===== config.mk =====
export PLATFORM = sky130hd
export DESIGN_NAME = logic_op_pipeline
export DESIGN_NICKNAME = d
export VERILOG_FILES = /design/src/rtl/logic_op_pkg.sv /design/src/rtl/logic_op_stage.sv /design/src/rtl/logic_op_pipeline.sv
export SDC_FILE = /design/constraint.sdc
export NUM_CORES = 1
export LEC_CHECK = 0
export BUFFER_PORTS_ARGS = -buffer_cell sky130_fd_sc_hd__buf_2
export CAP_MARGIN = 10
export CORE_MARGIN = 3
export CORE_UTILIZATION = 57
export CTS_CLUSTER_DIAMETER = 30
export CTS_CLUSTER_SIZE = 8
export DETAILED_ROUTE_END_ITERATION = 8
export GPL_TIMING_DRIVEN = 0
export HOLD_SLACK_MARGIN = 0.05
export PLACE_DENSITY_LB_ADDON = 0.3
export SETUP_SLACK_MARGIN = 0.1
export SYNTH_ARGS = -nofsm -noshare
export SYNTH_HDL_FRONTEND = slang
export SYNTH_SLANG_ARGS = --single-unit
export TNS_END_PERCENT = 50

===== constraint.sdc =====
create_clock -name i_clk -period 2.2 [get_ports i_clk]
set_clock_uncertainty 0.1 [all_clocks]
set_input_delay 0.44 -clock i_clk [delete_from_list [all_inputs] [get_ports i_clk]]
set_output_delay 0.44 -clock i_clk [all_outputs]
set_load 0.02 [all_outputs]

===== src/rtl/logic_op_pkg.sv =====
// logic_op_pkg
// Shared definitions for the logic_op_pipeline block:
//   op_e          two-bit function select (NOR, NAND, XOR, XNOR)
//   MAX_W         widest operand the vector helper supports
//   apply_op_bit  one-bit evaluation of the selected function
//   apply_op      MAX_W-bit bitwise evaluation of the selected function
package logic_op_pkg;

  typedef enum logic [1:0] {
    OP_NOR  = 2'b00,
    OP_NAND = 2'b01,
    OP_XOR  = 2'b10,
    OP_XNOR = 2'b11
  } op_e;

  localparam int unsigned MAX_W = 64;

  function automatic logic apply_op_bit(input logic a, input logic b, input op_e op);
    logic r;
    unique case (op)
      OP_NOR:  r = ~(a | b);
      OP_NAND: r = ~(a & b);
      OP_XOR:  r = a ^ b;
      OP_XNOR: r = ~(a ^ b);
    endcase
    return r;
  endfunction

  // Callers narrower than MAX_W zero-extend operands and keep the low bits of the result.
  function automatic logic [MAX_W-1:0] apply_op(input logic [MAX_W-1:0] a,
                                                input logic [MAX_W-1:0] b,
                                                input op_e op);
    logic [MAX_W-1:0] r;
    for (int i = 0; i < MAX_W; i++) begin
      r[i] = apply_op_bit(a[i], b[i], op);
    end
    return r;
  endfunction

endpackage


===== src/rtl/logic_op_stage.sv =====
// logic_op_stage
// One pipeline register holding a data word and its valid bit.
// Ports:
//   i_clk    clock, rising edge
//   i_rst    asynchronous active-high reset, clears data and valid
//   i_en     load enable; when low the stage holds
//   i_data   data to load
//   i_valid  valid to load
//   o_data   registered data
//   o_valid  registered valid
module logic_op_stage #(
  parameter int unsigned WIDTH = 8
) (
  input  logic             i_clk,
  input  logic             i_rst,
  input  logic             i_en,
  input  logic [WIDTH-1:0] i_data,
  input  logic             i_valid,
  output logic [WIDTH-1:0] o_data,
  output logic             o_valid
);

  logic [WIDTH-1:0] r_data;
  logic             r_valid;

  // Data loads regardless of valid so the register never holds X after reset.
  always_ff @(posedge i_clk or posedge i_rst) begin
    if (i_rst) begin
      r_data  <= '0;
      r_valid <= 1'b0;
    end else if (i_en) begin
      r_data  <= i_data;
      r_valid <= i_valid;
    end
  end

  assign o_data  = r_data;
  assign o_valid = r_valid;

endmodule


===== src/rtl/logic_op_pipeline.sv =====
// logic_op_pipeline
// Applies a selectable bitwise function to two operands and carries the result through
// STAGES register stages under a valid/ready handshake, counting delivered results.
// Ports:
//   i_clk, i_rst      clock and asynchronous active-high reset
//   i_a, i_b, i_op    operands and function select (00 NOR, 01 NAND, 10 XOR, 11 XNOR)
//   i_valid, o_ready  input handshake
//   o_c, o_zero       last-stage result and its zero flag (qualified by o_valid)
//   o_valid, i_ready  output handshake
//   o_count           output handshakes since reset, wraps modulo 2^COUNT_W
module logic_op_pipeline
  import logic_op_pkg::*;
#(
  parameter int unsigned WIDTH   = 8,
  parameter int unsigned STAGES  = 2,
  parameter int unsigned COUNT_W = 16
) (
  input  logic               i_clk,
  input  logic               i_rst,
  input  logic [WIDTH-1:0]   i_a,
  input  logic [WIDTH-1:0]   i_b,
  input  logic [1:0]         i_op,
  input  logic               i_valid,
  output logic               o_ready,
  output logic [WIDTH-1:0]   o_c,
  output logic               o_zero,
  output logic               o_valid,
  input  logic               i_ready,
  output logic [COUNT_W-1:0] o_count
);

  logic [WIDTH-1:0]   w_res;
  logic [WIDTH-1:0]   w_data [STAGES+1];
  logic [STAGES:0]    w_valid;
  logic               w_adv;
  logic [COUNT_W-1:0] r_count;

  always_comb begin
    w_res = '0;
    for (int i = 0; i < int'(WIDTH); i++) begin
      w_res[i] = apply_op_bit(i_a[i], i_b[i], op_e'(i_op));
    end
  end

  // Index 0 is the combinational front end; index k+1 is the output of stage k.
  assign w_data[0]  = w_res;
  assign w_valid[0] = i_valid;

  // Single global enable: the whole pipe moves unless the last stage is full and stalled.
  assign w_adv = ~w_valid[STAGES] | i_ready;

  for (genvar k = 0; k < int'(STAGES); k++) begin : g_stage
    logic_op_stage #(
      .WIDTH(WIDTH)
    ) u_stage (
      .i_clk  (i_clk),
      .i_rst  (i_rst),
      .i_en   (w_adv),
      .i_data (w_data[k]),
      .i_valid(w_valid[k]),
      .o_data (w_data[k+1]),
      .o_valid(w_valid[k+1])
    );
  end

  always_ff @(posedge i_clk or posedge i_rst) begin
    if (i_rst) begin
      r_count <= '0;
    end else if (w_valid[STAGES] & i_ready) begin
      r_count <= r_count + COUNT_W'(1);
    end
  end

  assign o_ready = w_adv;
  assign o_c     = w_data[STAGES];
  assign o_valid = w_valid[STAGES];
  assign o_zero  = w_valid[STAGES] & (w_data[STAGES] == '0);
  assign o_count = r_count;

endmodule


======== After elaboration in Yosys (flattened, before gate mapping) ========
Cells that the tools add are included.
storage, ports and cells
  memory bits (writable) .................. 0
  ROM bits ................................ 0
  memories kept ........................... 0
  output and inout port bits .............. 27
  bits in latches ......................... 0
  register bits ........................... 34
  input port bits ......................... 22
  word-level logic and storage cells ...... 71
operators by class
  muxes and demuxes ....................... 8
  reduce and logical (&&, ||, !) cells .... 2
  divide/modulo/power cells ............... 0
  equal/unequal tests ..................... 3
  bitwise operators ....................... 52
  shifts and indexed selects .............. 0
  multiply operators ...................... 0
  $lt $le $gt $ge ......................... 0
  $add $sub $neg .......................... 1
operator list
  kind                                                                    number
  1-bit case mux with 4 select lines                                      8
  1-bit NOT                                                               25
  16-bit by 1-bit adder with 16-bit output (second input constant)        1
  1-bit bitwise AND                                                       10
  1-bit bitwise OR                                                        9
  8-bit logical NOT                                                       1
  1-bit XOR                                                               8
  2-bit equality test (second input constant)                             2
  2-bit by 1-bit equality test with 1-bit output (second input constant)  1
  2-bit logical NOT                                                       1

======== Depth between registers and ports, before layout ========
Gate-level depths: netlist (run 1).
  depth in word-level cells ............... 3
  depth in mapped cells ................... 6
  mapped depth without buffers ............ 6

======== By module ========
A second synthesis (run 1) with hierarchy kept.
second synthesis, totals
  cell total of the unflattened synthesis .. 171
  area total of the unflattened synthesis .. 2011.9 um^2
modules (own cells, without submodules)
  module             sequential area each (um^2)  cells each  times used  area each (um^2)
  logic_op_pipeline  400.4                        131         1           1261.2
  logic_op_stage     225.2                        20          2           375.4

======== Worst setup path after synthesis (run 1) ========
Ideal clock, no wire load.
  path kind ............................... flip-flop to output port
  from .................................... reg g_stage[1].u_stage.r_data[0]
  to ...................................... out o_zero
  required time ........................... 1660 ps
  data arrival time ....................... 1662 ps
  cell stages (with the launch flop) ...... 3
  slack ................................... -2 ps
  path through ............................ dfrtp_1 or4_1 nor4_1
between the ends
  longest elaborated chain between the ends .. 2
ends and longest elaborated chain
  what                    line                     RTL
  start, declared         logic_op_stage.sv:23     logic [WIDTH-1:0] r_data;
  start signal, assigned  logic_op_stage.sv:32     r_data <= i_data;
  8-bit logical NOT       logic_op_pipeline.sv:77  assign o_zero = w_valid[STAGES] & (w_data[STAGES] == '0);
  1-bit bitwise AND       logic_op_pipeline.sv:77
  end, declared           logic_op_pipeline.sv:26  output logic o_zero,
No other way between the ends.

======== Final worst setup path (run 1) ========
  from .................................... reg g_stage[1].u_stage.r_data[3]
  to ...................................... out o_zero
Same word-level chain as after synthesis.

==> flow_metrics.env, run 1 <==
export IMPL_run_status="complete, no violations"
export IMPL_vdd_drop_max_v=0.0003604
export IMPL_grt_first_pass_wirelength_um=6279
export IMPL_yosys_register_bits=34
export IMPL_ctsHtreeMaxLevel=2
export IMPL_die_height_um=64.07
export IMPL_rr_worst_depth=5
export IMPL_clkLatencyLatePin_ns=0.34
export IMPL_setup_worst_path_start_class="register"
export IMPL_post_synth_cell_area_avg_um2=10.44
export IMPL_final_min_period_over_clock_period_pct=96.56
export IMPL_antenna_cells_inserted=0
export IMPL_area_growth_pct=22.20
export IMPL_finalWeightedCongestion=0.7718
export IMPL_route_detailed_vias_per_inst=5.192
export IMPL_slew_headroom_pct=66.20
export IMPL_post_route_min_period_ns=2.124
export IMPL_grt_pass1_vias=1467
export IMPL_drt_antenna_violating_nets=0
export IMPL_finish_utilization_pct=75.08
export IMPL_worst_hold_path_endpoint="g_stage[0].u_stage.o_valid"
export IMPL_groute_usage_overall_pct=19.56
export IMPL_area_share_of_the_largest_cell_type_after_synthesis_pct=44.27
export IMPL_grt_antenna_before_repair=0
export IMPL_worst_slew_pin_transition_ns=0.5064
export IMPL_setup_viol=0
export IMPL_final_cells=287
export IMPL_cap_viol_max_count=0
export IMPL_crit_required_ns=1.66
export IMPL_crit_start="g_stage[1].u_stage.o_data[3]"
export IMPL_worstReg2RegStart="o_count[0]"
export IMPL_cts_sinks=34
export IMPL_post_route_cells_drive_above_1_share_pct=32.10
export IMPL_netlist_top_cells_area="sky130_fd_sc_hd__dfrtp_1 (44%), sky130_fd_sc_hd__ha_1 (11%), sky130_fd_sc_hd__mux2i_1 (8.3%)"
export IMPL_crit_fanout=2
export IMPL_regToRegSetupSlack_ns=0.53
export IMPL_core_region_area_um2=3128
export IMPL_cts_buffer_depth=2
export IMPL_i_o_pin_count=49
export IMPL_power_density_nw_per_um2=765.7
export IMPL_grt_max_degree=26
export IMPL_rows=20
export IMPL_max_freq_mhz=470.8
export IMPL_aggregate_global_routing_overflow=0
export IMPL_wire_per_inst_um=13.26
export IMPL_tritoncts_num_buffers=5
export IMPL_synth_largest_area_cell="sky130_fd_sc_hd__dfrtp_1"
export IMPL_finalMaxSlewViolations=0
export IMPL_synth_distinct_cells=28
export IMPL_cts_tree="yes"
export IMPL_drt_wl_total_um=3807
export IMPL_clock_tree_root_cell="sky130_fd_sc_hd__clkbuf_4"
export IMPL_power_leakage_uw=0.001274
export IMPL_synth_yosys_seq_area_share_pct=44.27
export IMPL_synth_cell_area_um2=1922
export IMPL_path_class="reg2out"
export IMPL_synth_edf_count=0
export IMPL_drcViolationCount=0
export IMPL_die_area_um2=4104
export IMPL_regToRegEndpoint="o_count[10]"
export IMPL_worst_path_dominant_cell_family="simple AND/OR/NAND/NOR gates"
export IMPL_die_x_um=64.07
export IMPL_worst_hold_startpoint="i_valid"
export IMPL_final_hold_viol_count=0
export IMPL_synthFlopType="sky130_fd_sc_hd__dfrtp_1"
export IMPL_cp_num_buf_inv=1
export IMPL_final_fill_count=243
export IMPL_drtIter0Drc=118
export IMPL_starting_density_of_the_core_pct=61.44
export IMPL_yosys_warnings=0
export IMPL_endpoint_kind="primary output"
export IMPL_drt_pre_antenna_iters=5
export IMPL_via_count=1490
export IMPL_port_buffer_count=46
export IMPL_timing_critical_path_slowest_cell_delay_ns=0.55
export IMPL_path_clk_slew_ns=0.11
export IMPL_hold_path_depth=2
export IMPL_synthArstFlopShare_pct=100.0
export IMPL_fin_tns_setup_ns=0
export IMPL_grt_setup_unrepaired="yes"
export IMPL_worst_hold_path_type="in2reg"
export IMPL_yosys_cell_count_top_type="sky130_fd_sc_hd__dfrtp_1"
export IMPL_hpwl_um=2754
export IMPL_worst_path_max_delay_cell="sky130_fd_sc_hd__or4_4"
export IMPL_syn_inst=184
export IMPL_nNetsFinal=281
export IMPL_worstPathArrival_ns=1.58
export IMPL_dp_cells=275
export IMPL_syn_num_nets=223
export IMPL_critical_path_cell_chain="or4_4 > nor4_4 > buf_4"
export IMPL_synth_cells_most_frequent="sky130_fd_sc_hd__dfrtp_1 (34), sky130_fd_sc_hd__inv_1 (20), sky130_fd_sc_hd__ha_1 (17)"
state kept, by name, summed over array words and instances, names as in the netlist:
| signal | flops |
|---|---|
| g_stage.u_stage.o_valid | 2 |
| g_stage.u_stage.o_data | 16 |
| o_count | 16 |
cells by family (layout without fill, tap and decap cells):
logic type / count (synthesis) / in the layout / synth area share [%]
AND/OR/NAND/NOR: 49 / 49 / 13.80
flip-flops: 34 / 34 / 44.27
buffers and inverters: 27 / 86 / 5.664
multiplexers: 26 / 26 / 14.19
adder cells (fa/ha/maj): 17 / 17 / 11.07
AO/OA/AOI/OAI: 16 / 16 / 4.167
XOR/XNOR: 15 / 15 / 6.836
worst max path at each step:
stage	end	slack, ns	depth (start not counted)
after floorplan	o_zero	0.20	2
after global placement	o_zero	0.31	3
after detailed placement	o_zero	0.32	3
after CTS	o_zero	0.05	3
after global routing	o_zero	0.02	3
final	o_zero	0.08	3
where the power goes:
part           internal [uW]  switching [uW]  total (uW)  leakage (uW)
Combinational            250             314         564      0.000817
Clock                    155             204         359     0.0000353
Sequential               740             135         875      0.000421
Total                   1140             653        1800       0.00127
metrics by stage:
step / worst slack, ns / hold slack [ns] / power, uW / instance area [um2]
after global placement: 0.3130 / 0.3370 / 1389 / 2213
after global routing: 0.01682 / 0.2278 / 1916 / 2349
final: 0.07578 / 0.2259 / 1798 / 2349
after CTS: 0.04885 / 0.2146 / 1794 / 2330
after detailed placement: 0.3227 / 0.3535 / 1418 / 2241
after floorplan: 0.1992 / 0.3305 / 1222 / 1928
cell usage in the layout (no fill, tap or decap), types with 8 or more instances in the layout:
cell type,synthesis,routed
sky130_fd_sc_hd__buf_2,3,48
sky130_fd_sc_hd__ha_1,17,17
sky130_fd_sc_hd__mux2i_1,16,16
sky130_fd_sc_hd__dfrtp_1,34,34
sky130_fd_sc_hd__nand2_1,14,14
sky130_fd_sc_hd__xnor2_1,9,9
sky130_fd_sc_hd__nor2_1,14,14
sky130_fd_sc_hd__inv_1,20,20
sky130_fd_sc_hd__o21ai_0,8,8
sky130_fd_sc_hd__mux2_2,10,10
sky130_fd_sc_hd__a21oi_1,8,8
cell type report:
class / count / area [um2] / area share (%)
inverters: 20 / 75.07 / 3.197
clock inverters: 1 / 5.005 / 0.2131
repair buffers: 51 / 292.8 / 12.47
flip-flops and latches: 34 / 850.8 / 36.23
plain buffers: 7 / 33.78 / 1.438
well taps: 44 / 55.05 / 2.344
clock buffers: 7 / 55.05 / 2.344
multi-input cells: 123 / 980.9 / 41.77
repair_timing:
item                                    CTS  global route
pin swaps                                 1             1
buffers inserted                          2             1
endpoints found under the setup margin    1             2
resized for setup                         1             2
hold buffers                              1             0
hold endpoints to repair                  9             0
metal layers:
| layer | up-vias | wire (um) | track usage, % |
|---|---|---|---|
| met5 | - | 0 | 0 |
| met4 | 0 | 56 | 8.356 |
| met3 | 9 | 269 | 4.921 |
| met2 | 59 | 1945 | 34.71 |
| met1 | 697 | 1535 | 22.01 |
| li1 | 725 | - | - |
Power figures use the tool's default switching activity.
==> run 2: changes to the inputs <==
GPL_TIMING_DRIVEN = unset   (was 0)
==> flow_metrics.env, run 2 (synthesized netlist as in run 1, its figures left out) <==
export IMPL_core_region_area_um2=3128
export IMPL_tritoncts_num_buffers=5
export IMPL_crit_start="g_stage[1].u_stage.o_data[0]"
export IMPL_via_count=1410
export IMPL_slew_headroom_pct=67.88
export IMPL_clkLatencyLatePin_ns=0.32
export IMPL_power_leakage_uw=0.001248
export IMPL_starting_density_of_the_core_pct=61.44
export IMPL_i_o_pin_count=49
export IMPL_die_x_um=64.07
export IMPL_rows=20
export IMPL_worstPathArrival_ns=1.58
export IMPL_ctsHtreeMaxLevel=2
export IMPL_rr_worst_depth=5
export IMPL_hold_slack_ns=0.08273
export IMPL_finalMaxSlewViolations=0
export IMPL_cts_sinks=34
export IMPL_regToRegSetupSlack_ns=0.55
export IMPL_final_min_period_over_clock_period_pct=96.58
export IMPL_port_buffer_count=48
export IMPL_final_hold_viol_count=0
export IMPL_grt_pass1_vias=1301
export IMPL_post_route_cells_drive_above_1_share_pct=32.07
export IMPL_die_height_um=64.07
export IMPL_endpoint_kind="primary output"
export IMPL_crit_required_ns=1.66
export IMPL_grt_first_pass_wirelength_um=5644
export IMPL_cts_buffer_depth=2
export IMPL_grt_antenna_before_repair=0
export IMPL_switchingPower_uw=630.9
export IMPL_drtIter0Drc=94
export IMPL_multi_input_comb_area_um2=980.9
export IMPL_area_growth_pct=19.40
export IMPL_clock_tree_root_cell="sky130_fd_sc_hd__clkbuf_4"
export IMPL_met1_length_um=1508
export IMPL_drt_wl_total_um=3299
export IMPL_endpoint="o_zero"
export IMPL_die_area_um2=4104
export IMPL_groute_usage_overall_pct=17.15
export IMPL_power_switching_fraction_pct=35.76
export IMPL_met3_routed_wirelength_um=234
export IMPL_most_common_cell_after_layout_fill_and_taps_aside="sky130_fd_sc_hd__buf_2"
export IMPL_aggregate_global_routing_overflow=0
export IMPL_cap_viol_max_count=0
export IMPL_drt_antenna_violating_nets=0
export IMPL_final_critical_path_setup_slack_ns=0.07528
export IMPL_path_class="reg2out"
export IMPL_wire_per_inst_um=11.74
export IMPL_hpwl_um=2533
export IMPL_post_route_min_period_ns=2.125
export IMPL_worst_hold_path_type="in2async"
export IMPL_worst_slew_pin_transition_ns=0.4782
export IMPL_final_fill_count=239
export IMPL_place_ws_ns=0.3333
export IMPL_antenna_cells_inserted=0
export IMPL_drcViolationCount=0
export IMPL_setup_worst_path_start_class="register"
export IMPL_detailroute_wirelength_met2_um=1480
export IMPL_crit_fanout=2
export IMPL_area_sequential_um2=850.8
export IMPL_p_comb_share_pct=30.7
export IMPL_pwr_share_seq_pct=49.6
export IMPL_highest_layer="met4"
export IMPL_power_report_internal_total_uw=1133
export IMPL_path_clk_slew_ns=0.10
export IMPL_finalWeightedCongestion=0.7601
export IMPL_route_detailed_vias_per_inst=5.018
export IMPL_share_clk_of_total_power_pct=19.7
export IMPL_setup_viol=0
export IMPL_nNetsFinal=275
export IMPL_regToRegEndpoint="o_count[10]"
export IMPL_power_density_nw_per_um2=768.8
export IMPL_max_freq_mhz=470.6
export IMPL_vdd_drop_max_v=0.0003396
export IMPL_run_status="complete, no violations"
export IMPL_grt_max_degree=35
export IMPL_most_common_layout_cells="sky130_fd_sc_hd__buf_2 (47), sky130_fd_sc_hd__dfrtp_1 (34), sky130_fd_sc_hd__inv_1 (20), sky130_fd_sc_hd__ha_1 (17), sky130_fd_sc_hd__mux2i_1 (16)"
export IMPL_grt_setup_unrepaired="yes"
export IMPL_fin_tns_setup_ns=0
export IMPL_drt_pre_antenna_iters=4
export IMPL_worstReg2RegStart="o_count[0]"
export IMPL_cts_tree="yes"
[run 2: power groups by stage]
stage	Combinational (uW)	Clock [uW]	Sequential [uW]
final	542	348	874
after global routing	596	390	894
after CTS	538	356	871
after detailed placement	525	0	884
after global placement	509	0	878
after floorplan	251	0	971
[run 2: layer usage]
metal,up-vias,global-route usage (%)
li1,716,-
met3,8,4.745
met1,638,22.74
met2,48,26.97
met4,0,5.660
met5,-,0
[run 2: worst min-delay path by stage]
stage | from | to | slack [ns] | cells after the start
finish | i_rst | o_count[8] | 0.08 | 3
floorplan | g_stage[0].u_stage.o_valid | g_stage[1].u_stage.o_valid | 0.33 | 1
detailed placement | o_count[15] | o_count[15] | 0.35 | 1
CTS | i_rst | o_count[4] | 0.09 | 3
global route | i_rst | o_count[10] | 0.10 | 3
global placement | g_stage[0].u_stage.o_valid | g_stage[1].u_stage.o_valid | 0.34 | 1
[run 2: metrics by stage]
step	util [%]	instance area [um2]	power, uW	cells
after global routing	73.36	2295	1880	281
final	73.36	2295	1764	281
after CTS	72.76	2276	1765	280
after detailed placement	70.48	2205	1409	271
after floorplan	-	1928	1222	184
after global placement	70.48	2205	1387	271
[run 2: area by class of cell]
cell class / count / area share (%)
sequential: 34 / 37.08
clock inverter: 1 / 0.2181
inverter: 20 / 3.272
clock buffer: 7 / 2.399
multi-input combinational: 123 / 42.75
timing repair buffer: 52 / 11.89
tap: 44 / 2.399
[run 2: critical path, cell delays in order (launching register included)]
cell and delay [ns]:
sky130_fd_sc_hd__dfrtp_1 0.39, sky130_fd_sc_hd__or4_4 0.55, sky130_fd_sc_hd__nor4_4 0.14, sky130_fd_sc_hd__buf_4 0.18
[run 2: repair_timing]
action | 4_1_cts | 5_1_grt
pin swaps | 1 | 0
endpoints found under the setup margin | 1 | 1
resized for setup | 1 | 2
hold buffers | 0 | 0
setup buffers | 1 | 1
==> run 3: changes to the inputs <==
RECOVER_POWER = 25   (was unset)
==> flow_metrics.env, run 3 (synthesized netlist as in run 1, its figures left out) <==
export IMPL_endpoint_kind="primary output"
export IMPL_cts_sinks=34
export IMPL_most_common_layout_cells="sky130_fd_sc_hd__buf_2 (47), sky130_fd_sc_hd__dfrtp_1 (34), sky130_fd_sc_hd__inv_1 (20), sky130_fd_sc_hd__ha_1 (17), sky130_fd_sc_hd__mux2i_1 (16)"
export IMPL_cap_viol_max_count=0
export IMPL_power_report_internal_total_uw=1132
export IMPL_i_o_pin_count=49
export IMPL_grt_pass1_vias=1301
export IMPL_drt_pre_antenna_iters=4
export IMPL_slew_headroom_pct=45.68
export IMPL_hpwl_um=2533
export IMPL_die_height_um=64.07
export IMPL_crit_fanout=2
export IMPL_vdd_drop_max_v=0.0003400
export IMPL_final_critical_path_setup_slack_ns=0.07247
export IMPL_clock_tree_root_cell="sky130_fd_sc_hd__clkbuf_4"
export IMPL_finalMaxSlewViolations=0
export IMPL_max_freq_mhz=470.0
export IMPL_worst_slew_pin_transition_ns=0.8148
export IMPL_crit_required_ns=1.66
export IMPL_die_area_um2=4104
export IMPL_place_ws_ns=0.3333
export IMPL_worst_path_max_delay_cell="sky130_fd_sc_hd__or4_4"
export IMPL_wire_per_inst_um=11.79
export IMPL_timing_critical_path_slowest_cell_delay_ns=0.55
export IMPL_path_class="reg2out"
export IMPL_most_common_cell_after_layout_fill_and_taps_aside="sky130_fd_sc_hd__buf_2"
export IMPL_via_count=1410
export IMPL_drt_antenna_violating_nets=0
export IMPL_antenna_cells_inserted=0
export IMPL_drcViolationCount=0
export IMPL_route_detailed_vias_per_inst=5.018
export IMPL_starting_density_of_the_core_pct=61.44
export IMPL_port_buffer_count=48
export IMPL_drtIter0Drc=81
export IMPL_pwr_share_seq_pct=49.6
export IMPL_finalWeightedCongestion=0.7601
export IMPL_worstPathArrival_ns=1.59
export IMPL_grt_antenna_before_repair=0
export IMPL_power_leakage_uw=0.001248
export IMPL_cts_hold_fix_buffers=0
export IMPL_aggregate_global_routing_overflow=0
export IMPL_cp_num_buf_inv=1
export IMPL_grt_setup_unrepaired="yes"
export IMPL_share_clk_of_total_power_pct=19.8
export IMPL_worst_hold_path_type="in2async"
export IMPL_groute_usage_overall_pct=17.15
export IMPL_nNetsFinal=275
export IMPL_final_min_period_over_clock_period_pct=96.71
export IMPL_grt_first_pass_wirelength_um=5644
export IMPL_tritoncts_num_buffers=5
export IMPL_power_density_nw_per_um2=770.1
export IMPL_cts_buffer_depth=2
export IMPL_p_comb_share_pct=30.7
export IMPL_switchingPower_uw=632.8
export IMPL_clkLatencyLatePin_ns=0.32
export IMPL_setup_viol=0
export IMPL_final_hold_viol_count=0
export IMPL_setup_worst_path_start_class="register"
export IMPL_area_growth_pct=19.27
export IMPL_post_route_min_period_ns=2.128
export IMPL_drt_wl_total_um=3312
export IMPL_cts_tree="yes"
export IMPL_ctsHtreeMaxLevel=2
export IMPL_rows=20
export IMPL_grt_max_degree=35
export IMPL_run_status="complete, no violations"
export IMPL_finish_utilization_pct=73.28
export IMPL_post_route_cells_drive_above_1_share_pct=32.07
export IMPL_critical_path_cell_chain="or4_4 > nor4_4 > buf_4"
export IMPL_die_x_um=64.07
export IMPL_power_switching_fraction_pct=35.85
export IMPL_path_clk_slew_ns=0.10
export IMPL_core_region_area_um2=3128
export IMPL_worst_path_dominant_cell_family="simple AND/OR/NAND/NOR gates"
-- run 3: power groups by stage --
stage / combinational (uW) / sequential, uW / clock [uW]
after floorplan: 251 / 971 / 0
after global placement: 509 / 878 / 0
after detailed placement: 525 / 884 / 0
after CTS: 538 / 871 / 356
after global routing: 596 / 894 / 390
final: 541 / 875 / 349
-- run 3: repair_timing --
action,CTS,global route
setup endpoints to repair,1,1
buffers inserted,1,1
resized for setup,1,2
cloned,0,0
hold endpoints to repair,0,0
pin swaps,1,0
-- run 3: final timing paths --
kind / to / cells past startpoint / start / slack, ns
hold reg to reg: o_count[15] / 1 / o_count[15] / 0.36
min in group i_clk: g_stage[0].u_stage.o_valid / 2 / i_valid / 0.24
setup reg to reg: o_count[10] / 5 / o_count[0] / 0.55
setup / recovery: o_zero / 3 / g_stage[1].u_stage.o_data[0] / 0.07
hold / removal: o_count[8] / 3 / i_rst / 0.23
max in group asynchronous: o_count[7] / 3 / i_rst / 1.25
-- run 3: final cells by class --
cell class,instances,area (um2)
clock buffers,7,55.05
fillers,239,835.8
well taps,44,55.05
flip-flops and latches,34,850.8
repair buffers,52,270.3
clock inverters,1,5.005
inverters,20,75.07
multi-input cells,123,980.9
-- run 3: per-layer routing --
metal | track usage, % | vias to the layer above | share of wire [%]
met5 | 0 | - | 0
met3 | 4.745 | 8 | 6.6
met4 | 5.660 | 0 | 2.3
li1 | - | 717 | -
met1 | 22.74 | 641 | 46
met2 | 26.97 | 44 | 45
-- run 3: tightest hold or removal path, delay by kind of cell --
| kind | cells | cell delay [ns] |
|---|---|---|
| buffers and inverters | 3 | 0.74 |
-- run 3: metrics by stage --
stage / power [uW] / hold WS [ns] / cell area [um2] / TNS (ns) / std cells
after floorplan: 1222 / 0.3305 / 1928 / 0 / 184
final: 1765 / 0.2302 / 2292 / 0 / 281
after global routing: 1880 / 0.2263 / 2292 / -0.0002096 / 281
after detailed placement: 1409 / 0.3522 / 2205 / 0 / 271
after global placement: 1387 / 0.3421 / 2205 / 0 / 271
after CTS: 1765 / 0.09435 / 2276 / 0 / 280
